### src/rtl/alu_pkg.sv
// Shared opcode constants and FSM state type for the sequential ALU.
package alu_pkg;

  localparam logic [2:0] ADD  = 3'b000;
  localparam logic [2:0] SLL  = 3'b001;
  localparam logic [2:0] SLT  = 3'b010;
  localparam logic [2:0] SLTU = 3'b011;
  localparam logic [2:0] XOR  = 3'b100;
  localparam logic [2:0] SRL  = 3'b101;
  localparam logic [2:0] OR   = 3'b110;
  localparam logic [2:0] AND  = 3'b111;

  typedef enum logic [1:0] {
    IDLE,
    SHIFT,
    DONE
  } state_e;

endpackage

### src/rtl/alu_seq_if.sv
// Operation request / result handshake bundle for alu_seq.
interface alu_seq_if #(
  parameter int unsigned WIDTH = 32
);
  logic             in_valid;
  logic             in_ready;
  logic [2:0]       opcode;
  logic             alt;
  logic [WIDTH-1:0] left;
  logic [WIDTH-1:0] right;
  logic             out_valid;
  logic             out_ready;
  logic [WIDTH-1:0] result;

  modport master (
    output in_valid, opcode, alt, left, right, out_ready,
    input  in_ready, out_valid, result
  );

  modport slave (
    input  in_valid, opcode, alt, left, right, out_ready,
    output in_ready, out_valid, result
  );
endinterface

### src/rtl/alu_logic.sv
// Single-cycle ALU operations; shift opcodes pass left through and are sequenced by alu_seq.
module alu_logic
  import alu_pkg::*;
#(
  parameter int unsigned WIDTH = 32
) (
  input  logic [2:0]       opcode,
  input  logic             alt,
  input  logic [WIDTH-1:0] left,
  input  logic [WIDTH-1:0] right,
  output logic [WIDTH-1:0] y
);

  always_comb begin
    y = left;
    case (opcode)
      ADD:     y = alt ? (left - right) : (left + right);
      SLT:     y = {{(WIDTH-1){1'b0}}, ($signed(left) < $signed(right))};
      SLTU:    y = {{(WIDTH-1){1'b0}}, (left < right)};
      XOR:     y = left ^ right;
      OR:      y = left | right;
      AND:     y = left & right;
      default: y = left;
    endcase
  end

endmodule

### src/rtl/alu_seq.sv
// Sequential ALU: single-cycle ops via alu_logic, shifts one bit per clock.
module alu_seq
  import alu_pkg::*;
#(
  parameter int unsigned WIDTH   = 32,
  parameter int unsigned SHAMT_W = $clog2(WIDTH)
) (
  input logic      clk,
  input logic      rst_n,
  alu_seq_if.slave bus
);

  state_e             state;
  logic [WIDTH-1:0]   result_q;
  logic [WIDTH-1:0]   work_q;
  logic [WIDTH-1:0]   work_nxt;
  logic [WIDTH-1:0]   logic_y;
  logic [SHAMT_W-1:0] cnt_q;
  logic [SHAMT_W-1:0] shamt;
  logic               out_valid_q;
  logic               shl_q;
  logic               sra_q;
  logic               accept;
  logic               is_shift;

  alu_logic #(.WIDTH(WIDTH)) u_logic (
    .opcode (bus.opcode),
    .alt    (bus.alt),
    .left   (bus.left),
    .right  (bus.right),
    .y      (logic_y)
  );

  assign bus.in_ready  = (state == IDLE) || ((state == DONE) && bus.out_ready);
  assign bus.out_valid = out_valid_q;
  assign bus.result    = result_q;

  assign accept   = bus.in_valid && bus.in_ready;
  assign shamt    = bus.right[SHAMT_W-1:0];
  assign is_shift = (bus.opcode == SLL) || (bus.opcode == SRL);
  // Fill bit is the sign only for SRA; SLL and SRL shift in zeros.
  assign work_nxt = shl_q ? (work_q << 1) : {sra_q & work_q[WIDTH-1], work_q[WIDTH-1:1]};

  always_ff @(posedge clk or negedge rst_n) begin
    if (!rst_n) begin
      state       <= IDLE;
      out_valid_q <= 1'b0;
      result_q    <= '0;
      work_q      <= '0;
      cnt_q       <= '0;
      shl_q       <= 1'b0;
      sra_q       <= 1'b0;
    end else begin
      case (state)
        SHIFT: begin
          work_q <= work_nxt;
          cnt_q  <= cnt_q - SHAMT_W'(1);
          if (cnt_q == SHAMT_W'(1)) begin
            result_q    <= work_nxt;
            out_valid_q <= 1'b1;
            state       <= DONE;
          end
        end
        default: begin
          // IDLE and DONE share acceptance so DONE can take a new op in the release edge.
          if (accept) begin
            if (is_shift && (shamt != '0)) begin
              work_q      <= bus.left;
              cnt_q       <= shamt;
              shl_q       <= (bus.opcode == SLL);
              sra_q       <= (bus.opcode == SRL) && bus.alt;
              out_valid_q <= 1'b0;
              state       <= SHIFT;
            end else begin
              result_q    <= is_shift ? bus.left : logic_y;
              out_valid_q <= 1'b1;
              state       <= DONE;
            end
          end else if ((state == DONE) && bus.out_ready) begin
            out_valid_q <= 1'b0;
            state       <= IDLE;
          end
        end
      endcase
    end
  end

endmodule

### src/flat_wrapper.sv
// flat-port wrapper written by rule: the top's interface ports become plain ports
module alu_seq_flat import alu_pkg::*;
#(
  parameter int unsigned WIDTH   = 32,
  parameter int unsigned SHAMT_W = $clog2(WIDTH)
)
  (clk, rst_n, bus_in_valid, bus_opcode, bus_alt, bus_left, bus_right, bus_out_ready, bus_in_ready, bus_out_valid, bus_result);
  alu_seq_if #(.WIDTH(WIDTH)) bus_i ();
  input logic clk;
  input logic rst_n;
  input wire logic [$bits(bus_i.in_valid)-1:0] bus_in_valid;
  input wire logic [$bits(bus_i.opcode)-1:0] bus_opcode;
  input wire logic [$bits(bus_i.alt)-1:0] bus_alt;
  input wire logic [$bits(bus_i.left)-1:0] bus_left;
  input wire logic [$bits(bus_i.right)-1:0] bus_right;
  input wire logic [$bits(bus_i.out_ready)-1:0] bus_out_ready;
  output wire logic [$bits(bus_i.in_ready)-1:0] bus_in_ready;
  output wire logic [$bits(bus_i.out_valid)-1:0] bus_out_valid;
  output wire logic [$bits(bus_i.result)-1:0] bus_result;
  assign bus_i.in_valid = bus_in_valid;
  assign bus_i.opcode = bus_opcode;
  assign bus_i.alt = bus_alt;
  assign bus_i.left = bus_left;
  assign bus_i.right = bus_right;
  assign bus_i.out_ready = bus_out_ready;
  assign bus_in_ready = bus_i.in_ready;
  assign bus_out_valid = bus_i.out_valid;
  assign bus_result = bus_i.result;
  alu_seq #(.WIDTH(WIDTH), .SHAMT_W(SHAMT_W)) u_core (.clk(clk), .rst_n(rst_n), .bus(bus_i));
endmodule
### config.mk
export PLATFORM = sky130hd
export DESIGN_NAME = alu_seq_flat
export DESIGN_NICKNAME = d
export VERILOG_FILES = /design/src/rtl/alu_pkg.sv /design/src/rtl/alu_seq_if.sv /design/src/rtl/alu_logic.sv /design/src/rtl/alu_seq.sv /design/src/flat_wrapper.sv
export SDC_FILE = /design/constraint.sdc
export NUM_CORES = 1
export LEC_CHECK = 0
export CAP_MARGIN = 20
export CORE_MARGIN = 3
export CORE_UTILIZATION = 55
export CTS_CLUSTER_SIZE = 28
export DETAILED_ROUTE_END_ITERATION = 8
export MAX_ROUTING_LAYER = met4
export PLACE_DENSITY = 0.86
export SETUP_SLACK_MARGIN = 0.3
export SLEW_MARGIN = 15
export SYNTH_ARGS = -nofsm -noshare
export SYNTH_HDL_FRONTEND = slang
export SYNTH_SLANG_ARGS = --single-unit
### constraint.sdc
create_clock -name clk -period 3.48 [get_ports clk]
set_input_delay 0.696 -clock clk [delete_from_list [all_inputs] [get_ports clk]]
set_output_delay 0.696 -clock clk [all_outputs]
set_load 0.01 [all_outputs]
==> out/qor.yml, run 1 <==
met3_usage_pct: 4.91
grt_pass1_wl_mm: 59.4
syn_area_per_cell_sq_um: 7.27
cts_buffers: 9
path_max_fanout: 3
cts_tree: "yes"
ys_seq_area_share_pct: 20.4
ys_ff_latch: 73
vdd_drop_max_uv: 238
grt_pass1_vias: 11100
dieArea_sq_um: 17800
fp-row-count: 45
wl_mm: 39.6
ctsLongestPathBuffers: 2
place_area_sq_um: 11700
core_sq_um: 15500
synthCells: 1229
path_cells: "clkdlybuf4s50_1, inv_2, ha_4, inv_1, o31ai_2, a22oi_1, buf_4, and2_1, o21ai_1, buf_4, o221ai_1, xnor2_1, a2bb2oi_1, a21oi_1"
slew-limit-headroom_pct: 47.5
tightestPinTransition_ns: 0.787
vias: 11400
grt.overflow.total: 0
grt_setup_unrepaired: "yes"
crit_family: "compound AO/OA/AOI/OAI gates"
routedWlPerCell_um: 22.9
synth_area_sq_um: 8940
reg2reg_depth: 4
required_ns: 3.72
layout_common_cells: "237 x buf_4, 135 x nand2_1, 117 x a21oi_1"
ant_nets: 0
fin_util_pct: 81.9
clkTransAtPathRegs_ns: 0.07
reg2reg_setup_slack_ns: 1.21
leakagePower_uw: 0.00556
maxSlewViolCount: 0
fin_skew_ns: 0.0102
yosys_warnings: 0
crit_top_cell: "buf_4"
fill_cells: 1031
io_buffers: 105
dr.pass1.iters: 6
initial_core_util_pct: 57.5
via_per_inst: 6.58
htree_levels: 3
final_area_sq_um: 12700
hp-class: "in2async"
endpoint_kind: "flop"
insertion_delay_ns: 0.36
grt_use_total_pct: 43.2
slowest_delay_ns: 0.50
start_kind: "primary input"
ys.flop_type: "dfrtp_1"
syn_nets: 1401
synth_cell_type_count: 79
synthArstFlopShare_pct: 100
power_density_nw_per_um2: 264
worstSetupPathType: "in2reg"
crit_arrival_ns: 3.38
grt_max_degree: 74
rr_startpoint: "u_core.bus.out_valid"
drive_gt1_share_pct: 26.7
timing.rr.end: "u_core.work_q[5]"
syn_to_final_growth_pct: 42.4
dr.first_iter.drc_count: 1603
cts-root-buf: "clkbuf_16"
nNetsFinal: 1682
die_y_um: 133
period_needed_ns: 3.14
grt_use_met1_pct: 51.9
worst-path-buf-inv: 5
drc: 0
fin_crit_sh_pct: 90.1
ios: 106
die_x_um: 133
setup_viol: 0
crit_start: "bus_right[7]"
grt_antenna_before_repair: 2
fmax_mhz: 319
gp_congestion: 1.02
clock_sinks: 73
maxCapViolCount: 0
hold_violations: 0
fin_ws_ns: 0.344
mostFrequentLayoutCell: "buf_4"
status: "complete, no violations"
place_hpwl_mm: 28.7
synth-edff-count: 0
grt_busiest_layer: "met2"
cp_slowest_cell: "clkdlybuf4s50_1"
dp_slack_ns: -0.470
grtUsageMet2_pct: 70.5
power_uw: 3360
==> synthesized netlist by cell type (all sizes together) (16+ instances only) <==
cell,number,area [sq um]
xnor2,21,184
mux2i,16,160
buf,32,153
nor3,16,90.1
a31oi,24,150
o21ai,102,510
nor2b,20,125
nor2,109,409
nand3,28,140
o211ai,42,320
nand2,138,521
a21oi,133,666
inv,96,360
dfrtp,73,1830
mux2,22,248
ha,98,1230
a211oi,18,140
clkbuf,53,199
==> stage by stage <==
stage	setup TNS, ns	cells	hold WS (ns)
2_1_floorplan	0	1229	0.400
3_3_place_gp	-5.50	1696	0.459
3_5_place_dp	-7.92	1696	0.465
4_1_cts	0	1717	0.481
5_1_grt	0	1728	0.344
6_report	0	1728	0.300
==> per-layer routing <==
metal | wire, um | share of wire [%] | vias to the layer above
met1 | 14700 | 37 | 5331
met3 | 3890 | 9.8 | 224
met5 | 0 | 0 | -
met4 | 2580 | 6.5 | 0
li1 | - | - | 4982
met2 | 18500 | 47 | 834
==> how the worst max path moves through the flow <==
stage / end / slack (ns) / cells after the start
after floorplan: u_core.bus.result[0] / 0.45 / 12
after global placement: u_core.bus.result[22] / -0.35 / 12
after detailed placement: u_core.bus.result[19] / -0.47 / 14
after CTS: u_core.bus.result[19] / 0.26 / 14
after global routing: u_core.bus.result[9] / 0.19 / 14
final: u_core.bus.result[13] / 0.34 / 14
==> sequential cells by signal, summed over array words and instances (netlist names) <==
| register | flops |
|---|---|
| u_core.bus.result | 32 |
| u_core.work_q | 32 |
| u_core.cnt_q | 5 |
| u_core.bus.out_valid | 1 |
| u_core.shl_q | 1 |
| u_core.sra_q | 1 |
| u_core.state | 1 |
==> worst register-to-register path: stages (launching register included) <==
cell and delay (ns):
dfrtp_1 0.47, nor2b_4 0.61, buf_4 0.46, nor2_1 0.26
a221o_1 0.36
==> where the power goes <==
part	switching, uW	internal, uW
Sequential	8.66	856
Combinational	825	684
Clock	485	499
Total	1320	2040
==> logic make-up (layout without fill, tap and decap cells) <==
group,Yosys count,after routing,share of synthesized area (%)
AO/OA/AOI/OAI,442,442,31.3
XOR/XNOR,25,25,2.45
adder cells (fa/ha/maj),100,100,14.2
buffers and inverters,182,468,8.01
flip-flops,73,73,20.4
multiplexers,38,38,4.56
other,0,2,0
AND/OR/NAND/NOR,369,369,19.1
==> cell type report <==
type | instances | area, sq um | share of cell area (%)
Multi-Input combinational cell | 974 | 7000 | 55.0
Clock inverter | 7 | 61.3 | 0.482
Timing Repair Buffer | 355 | 2980 | 23.4
Clock buffer | 9 | 225 | 1.77
Tap cell | 211 | 264 | 2.07
Sequential cell | 73 | 1830 | 14.4
Inverter | 97 | 364 | 2.86
Antenna cell | 2 | 5.00 | 0.0393
==> what timing repair did <==
item	4_1_cts	5_1_grt
pin swaps	16	39
setup buffers	5	7
gates cloned	0	1
resized for setup	68	96
setup endpoints to repair	27	27
hold buffers	0	0
(Power assumes the default switching activity.)
==> run 2, diff against run 1 <==
--- a/config.mk
+++ b/config.mk
@@ -10,6 +10,7 @@
 export CORE_UTILIZATION = 55
 export CTS_CLUSTER_SIZE = 28
 export DETAILED_ROUTE_END_ITERATION = 8
+export GPL_ROUTABILITY_DRIVEN = 1
 export MAX_ROUTING_LAYER = met4
 export PLACE_DENSITY = 0.86
 export SETUP_SLACK_MARGIN = 0.3
==> results of run 2 <==
Final layout, timing and power as in run 1 (identical DEF).
